$ cat src/rtl/slave_serial_port_pkg.sv
// Shared serial bus definitions: default frame widths and the slave port state encoding.
package slave_serial_port_pkg;

  localparam int SSP_ADDR_WIDTH = 12;
  localparam int SSP_DATA_WIDTH = 8;

  typedef enum logic [2:0] {
    ST_IDLE   = 3'd0,
    ST_ADDR   = 3'd1,
    ST_WDATA  = 3'd2,
    ST_MWRITE = 3'd3,
    ST_RREQ   = 3'd4,
    ST_RWAIT  = 3'd5,
    ST_TX     = 3'd6
  } ssp_state_e;

  function automatic int max_width(input int a, input int b);
    return (a > b) ? a : b;
  endfunction

endpackage

$ cat src/rtl/slave_serial_port_serial_shift_reg.sv
// Shift register: serial input enters at the MSB so LSB-first streams land in order;
// parallel load has priority, and the serial output is always bit 0.
module serial_shift_reg #(
  parameter int WIDTH = 8
) (
  input  logic             clk,
  input  logic             rst,
  input  logic             shift_en,
  input  logic             shift_in,
  input  logic             load_en,
  input  logic [WIDTH-1:0] load_data,
  output logic [WIDTH-1:0] q
);

  logic [WIDTH-1:0] q_d, q_q;

  always_comb begin
    q_d = q_q;
    if (load_en) begin
      q_d = load_data;
    end else if (shift_en) begin
      q_d = (q_q >> 1) | (WIDTH'(shift_in) << (WIDTH - 1));
    end
  end

  always_ff @(posedge clk or posedge rst) begin
    if (rst) q_q <= '0;
    else     q_q <= q_d;
  end

  assign q = q_q;

endmodule

$ cat src/rtl/slave_serial_port.sv
// Slave side of the serial memory bus: collects address/write data bit-serially,
// issues single-cycle memory strobes and streams read data back LSB first.
module slave_serial_port
  import slave_serial_port_pkg::*;
#(
  parameter int ADDR_WIDTH = SSP_ADDR_WIDTH,
  parameter int DATA_WIDTH = SSP_DATA_WIDTH
) (
  input  logic                  clk,
  input  logic                  rst,
  input  logic                  swdata,
  input  logic                  smode,
  input  logic                  mvalid,
  output logic                  srdata,
  output logic                  svalid,
  output logic                  sready,
  output logic [ADDR_WIDTH-1:0] mem_addr,
  output logic [DATA_WIDTH-1:0] mem_wdata,
  output logic                  mem_wen,
  output logic                  mem_ren,
  input  logic [DATA_WIDTH-1:0] mem_rdata,
  input  logic                  mem_rvalid
);

  localparam int               CNT_W     = $clog2(max_width(ADDR_WIDTH, DATA_WIDTH) + 1);
  localparam logic [CNT_W-1:0] ADDR_LAST = CNT_W'(ADDR_WIDTH - 1);
  localparam logic [CNT_W-1:0] DATA_LAST = CNT_W'(DATA_WIDTH - 1);

  ssp_state_e            state_q, state_d;
  logic [CNT_W-1:0]      cnt_q, cnt_d;
  logic                  mode_q, mode_d;
  logic                  live_q, live_d;
  logic                  addr_shift, wdata_shift, rdata_load, rdata_shift;
  logic [DATA_WIDTH-1:0] rdata_q;
  logic                  unused_rdata_hi;

  // live_q keeps sready low while reset is held and until the first edge after release
  assign live_d = 1'b1;

  always_ff @(posedge clk or posedge rst) begin
    if (rst) begin
      state_q <= ST_IDLE;
      cnt_q   <= '0;
      mode_q  <= 1'b0;
      live_q  <= 1'b0;
    end else begin
      state_q <= state_d;
      cnt_q   <= cnt_d;
      mode_q  <= mode_d;
      live_q  <= live_d;
    end
  end

  always_comb begin
    state_d     = state_q;
    cnt_d       = cnt_q;
    mode_d      = mode_q;
    addr_shift  = 1'b0;
    wdata_shift = 1'b0;
    rdata_load  = 1'b0;
    rdata_shift = 1'b0;
    case (state_q)
      ST_IDLE: begin
        if (live_q && mvalid) begin
          addr_shift = 1'b1;
          mode_d     = smode;
          state_d    = ST_ADDR;
          cnt_d      = CNT_W'(1);
        end
      end
      ST_ADDR: begin
        if (mvalid) begin
          addr_shift = 1'b1;
          if (cnt_q == ADDR_LAST) begin
            state_d = mode_q ? ST_WDATA : ST_RREQ;
            cnt_d   = '0;
          end else begin
            cnt_d = cnt_q + CNT_W'(1);
          end
        end
      end
      ST_WDATA: begin
        if (mvalid) begin
          wdata_shift = 1'b1;
          if (cnt_q == DATA_LAST) begin
            state_d = ST_MWRITE;
            cnt_d   = '0;
          end else begin
            cnt_d = cnt_q + CNT_W'(1);
          end
        end
      end
      ST_MWRITE: state_d = ST_IDLE;
      ST_RREQ:   state_d = ST_RWAIT;
      ST_RWAIT: begin
        if (mem_rvalid) begin
          rdata_load = 1'b1;
          state_d    = ST_TX;
        end
      end
      ST_TX: begin
        rdata_shift = 1'b1;
        if (cnt_q == DATA_LAST) begin
          state_d = ST_IDLE;
          cnt_d   = '0;
        end else begin
          cnt_d = cnt_q + CNT_W'(1);
        end
      end
      default: begin
        state_d = ST_IDLE;
        cnt_d   = '0;
      end
    endcase
  end

  serial_shift_reg #(.WIDTH(ADDR_WIDTH)) u_addr_sr (
    .clk       (clk),
    .rst       (rst),
    .shift_en  (addr_shift),
    .shift_in  (swdata),
    .load_en   (1'b0),
    .load_data ('0),
    .q         (mem_addr)
  );

  serial_shift_reg #(.WIDTH(DATA_WIDTH)) u_wdata_sr (
    .clk       (clk),
    .rst       (rst),
    .shift_en  (wdata_shift),
    .shift_in  (swdata),
    .load_en   (1'b0),
    .load_data ('0),
    .q         (mem_wdata)
  );

  serial_shift_reg #(.WIDTH(DATA_WIDTH)) u_rdata_sr (
    .clk       (clk),
    .rst       (rst),
    .shift_en  (rdata_shift),
    .shift_in  (1'b0),
    .load_en   (rdata_load),
    .load_data (mem_rdata),
    .q         (rdata_q)
  );

  // only bit 0 is ever transmitted; the upper bits just ripple down behind it
  assign unused_rdata_hi = ^rdata_q[DATA_WIDTH-1:1];

  assign sready  = live_q && (state_q == ST_IDLE);
  assign svalid  = (state_q == ST_TX);
  assign srdata  = svalid & rdata_q[0];
  assign mem_wen = (state_q == ST_MWRITE);
  assign mem_ren = (state_q == ST_RREQ);

endmodule
$ cat config.mk
export PLATFORM = sky130hd
export DESIGN_NAME = slave_serial_port
export DESIGN_NICKNAME = d
export VERILOG_FILES = /design/src/rtl/slave_serial_port_pkg.sv /design/src/rtl/slave_serial_port_serial_shift_reg.sv /design/src/rtl/slave_serial_port.sv
export SDC_FILE = /design/constraint.sdc
export NUM_CORES = 1
export LEC_CHECK = 0
export ABC_CLOCK_PERIOD_IN_PS = 4670
export BUFFER_PORTS_ARGS = -buffer_cell sky130_fd_sc_hd__buf_2
export CORE_MARGIN = 1.5
export CORE_UTILIZATION = 42
export DETAILED_ROUTE_END_ITERATION = 8
export HOLD_SLACK_MARGIN = 0.02
export SETUP_SLACK_MARGIN = 0.15
export SYNTH_ARGS = -nofsm -noshare
export SYNTH_HDL_FRONTEND = slang
export SYNTH_SLANG_ARGS = --single-unit
$ cat constraint.sdc
create_clock -name clk -period 4.67 [get_ports clk]
set_input_delay 0.467 -clock clk [delete_from_list [all_inputs] [get_ports clk]]
set_output_delay 0.467 -clock clk [all_outputs]
set_load 0.005 [all_outputs]
==> Implementation_results.wiki <==
{| class="wikitable"
! Metric !! Value
|-
| Run status || completed
|-
| Layout net count || 213
|-
| Vias in the first global route || 1341
|-
| I/O pin total || 39
|-
| Global routing usage on met1 || 20.04%
|-
| Period minus WS final || 2.201 ns
|-
| Multi-input combinational cell area || around 810 sq um
|-
| Number of max-slew violations in the final report || 0
|-
| Required time of the critical path || roughly 4.2 ns
|-
| Synth Warn # || 0
|-
| Met3 GRT Util || ~5.7%
|-
| Flops & latches, synth || 37
|-
| Number of failing setup endpoints in the final timing report || 0
|-
| Critical path arrival || between 1.5 and 2 ns
|-
| Actual slew at the worst max-slew pin || between 0.7 and 0.8 ns
|-
| Number of rows created at floorplan || 23
|-
| Detailed Place HPWL || approximately 2600 um
|-
| Die Wd || roughly 70 um
|-
| Post-Route Hold Slack || approximately 0.26 ns
|-
| Total count of hold-check failures in the final report || 0
|-
| CTS tree || done
|-
| Storage element area || 925.9 sq um
|-
| Global Route Usage Sum || approximately 17%
|-
| Fmax || approximately 450 MHz
|-
| Detail Route Antenna Nets || 0
|-
| Worst relative slew slack || 46.55%
|-
| Largest vdd supply drop || approximately 350 uV
|-
| Die H || slightly below 70 um
|-
| Static leakage || about 1.1 nW
|-
| Largest stage delay on the critical path || just over 0.7 ns
|-
| Antenna cell count || 0
|-
| Drt pass-1 iters || 4
|-
| Total via count in the routed design || around 1300
|-
| Ratio of total power to cell area || between 600 and 700 mW/mm^2
|-
| Wire length of the first global-routing pass || between 5000 and 6000 um
|-
| Peak-usage layer in the global routing report || met2
|-
| Setup Fix Bufs, Post-CTS || 0
|-
| Number of antenna violations at the first check in global routing || 0
|-
| Max Fanout on Critical Path || 19
|-
| Average via count per standard cell || approximately 5.4
|-
| Clock latency on the worst-skew pair || slightly below 0.3 ns
|-
| Fraction of met2 tracks used by global routing || approximately 28%
|-
| Num Clock Sinks || 37
|-
| Type of the worst min-delay path || input port to asynchronous set/reset pin
|-
| Type of the worst setup path || flip-flop to primary output
|-
| Capturing element type of the critical path || primary output
|-
| WL/cell || 14.49 um
|-
| CTS Buffer Depth || 2
|-
| Clock transition time at the flip-flop clock pins of the worst setup and hold paths || approximately 0.080 ns
|-
| Routed wire length || approximately 3600 um
|-
| Full die area || roughly 0.0047 sq mm
|-
| Routability congestion estimate || ~0.8
|-
| RSZ-0062 raised after global routing || no
|-
| Share of synthesized area occupied by flip-flops and latches || roughly 51%
|-
| Cell family with the largest share of critical-path delay || flip-flops
|-
| Cells resized by post-CTS repair || 0
|-
| Accumulated negative setup slack || 0 ns
|-
| Detailed router's first-iteration violation count || roughly 70
|-
| Htree depth || 2
|-
| Critical path, cell by cell || and3b_1 > and2_1 > buf_2
|-
| Count of unresolved DRC violations after routing || 0
|-
| Area added between synthesis and finish || 17.89%
|-
| Overall overflow remaining after global route || 0
|-
| Crit path max-delay cell type || sky130_fd_sc_hd__dfrtp_1
|-
| Post-Synthesis Cells || about 160
|-
| Worst setup SP type || flip-flop
|-
| Number of buffers and inverters on the critical path || 1
|-
| Worst-case clock skew || roughly 0.0082 ns
|-
| Post-synthesis area per instance || ~11 sq um
|-
| Buffer cell driving the clock tree root || sky130_fd_sc_hd__clkbuf_8
|-
| Layout cells sized above 1 || 38.69%
|-
| Core Footprint || 0.004086 sq mm
|-
| Maximum Capacitance Violations || 0
|-
| Starting density of the core || 44.34%
|-
| # fillers || 390
|-
| Tcrit/Tclk final || 47.12%
|-
| Post-synth design cell area || between 0.0015 and 0.002 sq mm
|-
| Maximum number of pins on one net before global-route repair || 38
|-
| Number of clock buffers inserted by TritonCTS || 5
|-
| Distinct cells, synth || 42
|-
| Post-synthesis net count || ~180
|-
| Hold_buf cts || 0
|-
| IO buf count || 38
|}
kinds of logic after synthesis:
group	share of synthesized area, %
multiplexers	13.05
flip-flops	51.11
adder cells (fa/ha/maj)	0.6905
buffers and inverters	4.143
AO/OA/AOI/OAI	14.71
AND/OR/NAND/NOR	16.09
other	0.2070
worst register-to-register path: stages, from the launching register on:
cell and delay (ns):
sky130_fd_sc_hd__dfrtp_1 0.67, sky130_fd_sc_hd__nor2_1 0.20, sky130_fd_sc_hd__nor4b_4 0.71, sky130_fd_sc_hd__mux2_2 0.42
state kept, by name, indices dropped and copies added, names as in the netlist:
signal and flops:
u_rdata_sr.q 8, live_q 1, u_wdata_sr.q 8, u_addr_sr.q 12, cnt_q 4, state_q 3
mode_q 1
placed cells by master, fill, tap and decap left out, types with 2 or more instances in the layout:
master,instances
sky130_fd_sc_hd__inv_1,4
sky130_fd_sc_hd__o21ai_0,6
sky130_fd_sc_hd__a21oi_1,6
sky130_fd_sc_hd__a32o_1,2
sky130_fd_sc_hd__mux2_2,21
sky130_fd_sc_hd__a22oi_1,8
sky130_fd_sc_hd__nor3_1,2
sky130_fd_sc_hd__and2_1,2
sky130_fd_sc_hd__buf_2,38
sky130_fd_sc_hd__clkbuf_8,6
sky130_fd_sc_hd__o22ai_1,2
sky130_fd_sc_hd__dfrtp_1,37
sky130_fd_sc_hd__nand2_1,22
sky130_fd_sc_hd__and3_1,2
sky130_fd_sc_hd__nor2_1,9
sky130_fd_sc_hd__nand2b_1,2
sky130_fd_sc_hd__and3b_1,3
per-stage QoR:
| step | total power, W | area [sq um] | utilization (%) | cells | setup WS, ns |
|---|---|---|---|---|---|
| 3_3_place_gp | 0.001137 | 2016 | 49.33 | 241 | 2.619 |
| 3_5_place_dp | 0.001163 | 2016 | 49.33 | 241 | 2.571 |
| 2_1_floorplan | 0.0009984 | 1812 | - | 162 | 3.141 |
| 6_report | 0.001441 | 2136 | 52.27 | 249 | 2.469 |
| 4_1_cts | 0.001459 | 2136 | 52.27 | 249 | 2.448 |
| 5_1_grt | 0.001562 | 2136 | 52.27 | 249 | 2.289 |
metal layers:
| layer | vias to the layer above | wire (um) |
|---|---|---|
| li1 | 656 | - |
| met1 | 634 | 1492 |
| met2 | 37 | 1849 |
| met3 | 6 | 210 |
| met4 | 0 | 55 |
| met5 | - | 0 |
area by class of cell:
cell class | count | area share [%]
Clock buffer | 6 | 3.866
Sequential cell | 37 | 43.35
Tap cell | 50 | 2.929
Multi-Input combinational cell | 110 | 37.96
Timing Repair Buffer | 39 | 9.256
Clock inverter | 2 | 1.757
Inverter | 5 | 0.8787
synth_stat cells (all sizes together):
| master | instances | share of area (%) |
|---|---|---|
| a31oi | 1 | 0.35 |
| a21oi | 6 | 1.7 |
| nand3 | 1 | 0.28 |
| a22o | 1 | 0.48 |
| o21ba | 1 | 0.55 |
| dfrtp | 37 | 51 |
| a32o | 2 | 1.1 |
| nand2 | 22 | 4.6 |
| nand4b | 1 | 0.48 |
| and2 | 2 | 0.69 |
| or3b | 1 | 0.62 |
| and4b | 1 | 0.55 |
| buf | 7 | 2.5 |
| and3b | 3 | 1.5 |
| a221oi | 1 | 0.48 |
| o22ai | 2 | 0.69 |
| a22oi | 8 | 3.3 |
| conb | 1 | 0.21 |
| nor4b | 2 | 2.1 |
| and3 | 2 | 0.69 |
| a21boi | 1 | 0.41 |
| o32a | 1 | 0.55 |
| o211ai | 1 | 0.41 |
| o21ai | 6 | 1.7 |
| ha | 1 | 0.69 |
| mux2 | 21 | 13 |
| a211o | 1 | 0.48 |
| o22a | 1 | 0.97 |
| nor3 | 3 | 1.1 |
| a311o | 1 | 0.55 |
| nand2b | 2 | 0.69 |
| o41ai | 1 | 0.48 |
| a2bb2o | 1 | 0.55 |
| clkbuf | 3 | 0.62 |
| inv | 5 | 1.0 |
| nor2 | 11 | 2.8 |
final timing paths:
| check | start | endpoint | slack [ns] | cells after the start |
|---|---|---|---|---|
| max | state_q[1] | srdata | 2.47 | 3 |
| min in group clk | mem_rdata[0] | u_rdata_sr.q[0] | 0.40 | 3 |
| max reg2reg | state_q[0] | u_addr_sr.q[8] | 2.57 | 3 |
| min reg2reg | u_rdata_sr.q[0] | u_rdata_sr.q[0] | 0.47 | 2 |
| min | rst | u_rdata_sr.q[1] | 0.26 | 3 |
| max in group asynchronous | rst | cnt_q[3] | 4.07 | 3 |
report_power, final:
part           internal, W  leakage [nW]  switching (W)  total (W)
Sequential        0.000458         0.469       0.000146   0.000603
Combinational     0.000294         0.536       0.000257   0.000551
Clock             0.000174        0.0574       0.000114   0.000287
Total             0.000925          1.06       0.000516    0.00144
Note: power is estimated with default switching activity, not from simulation.
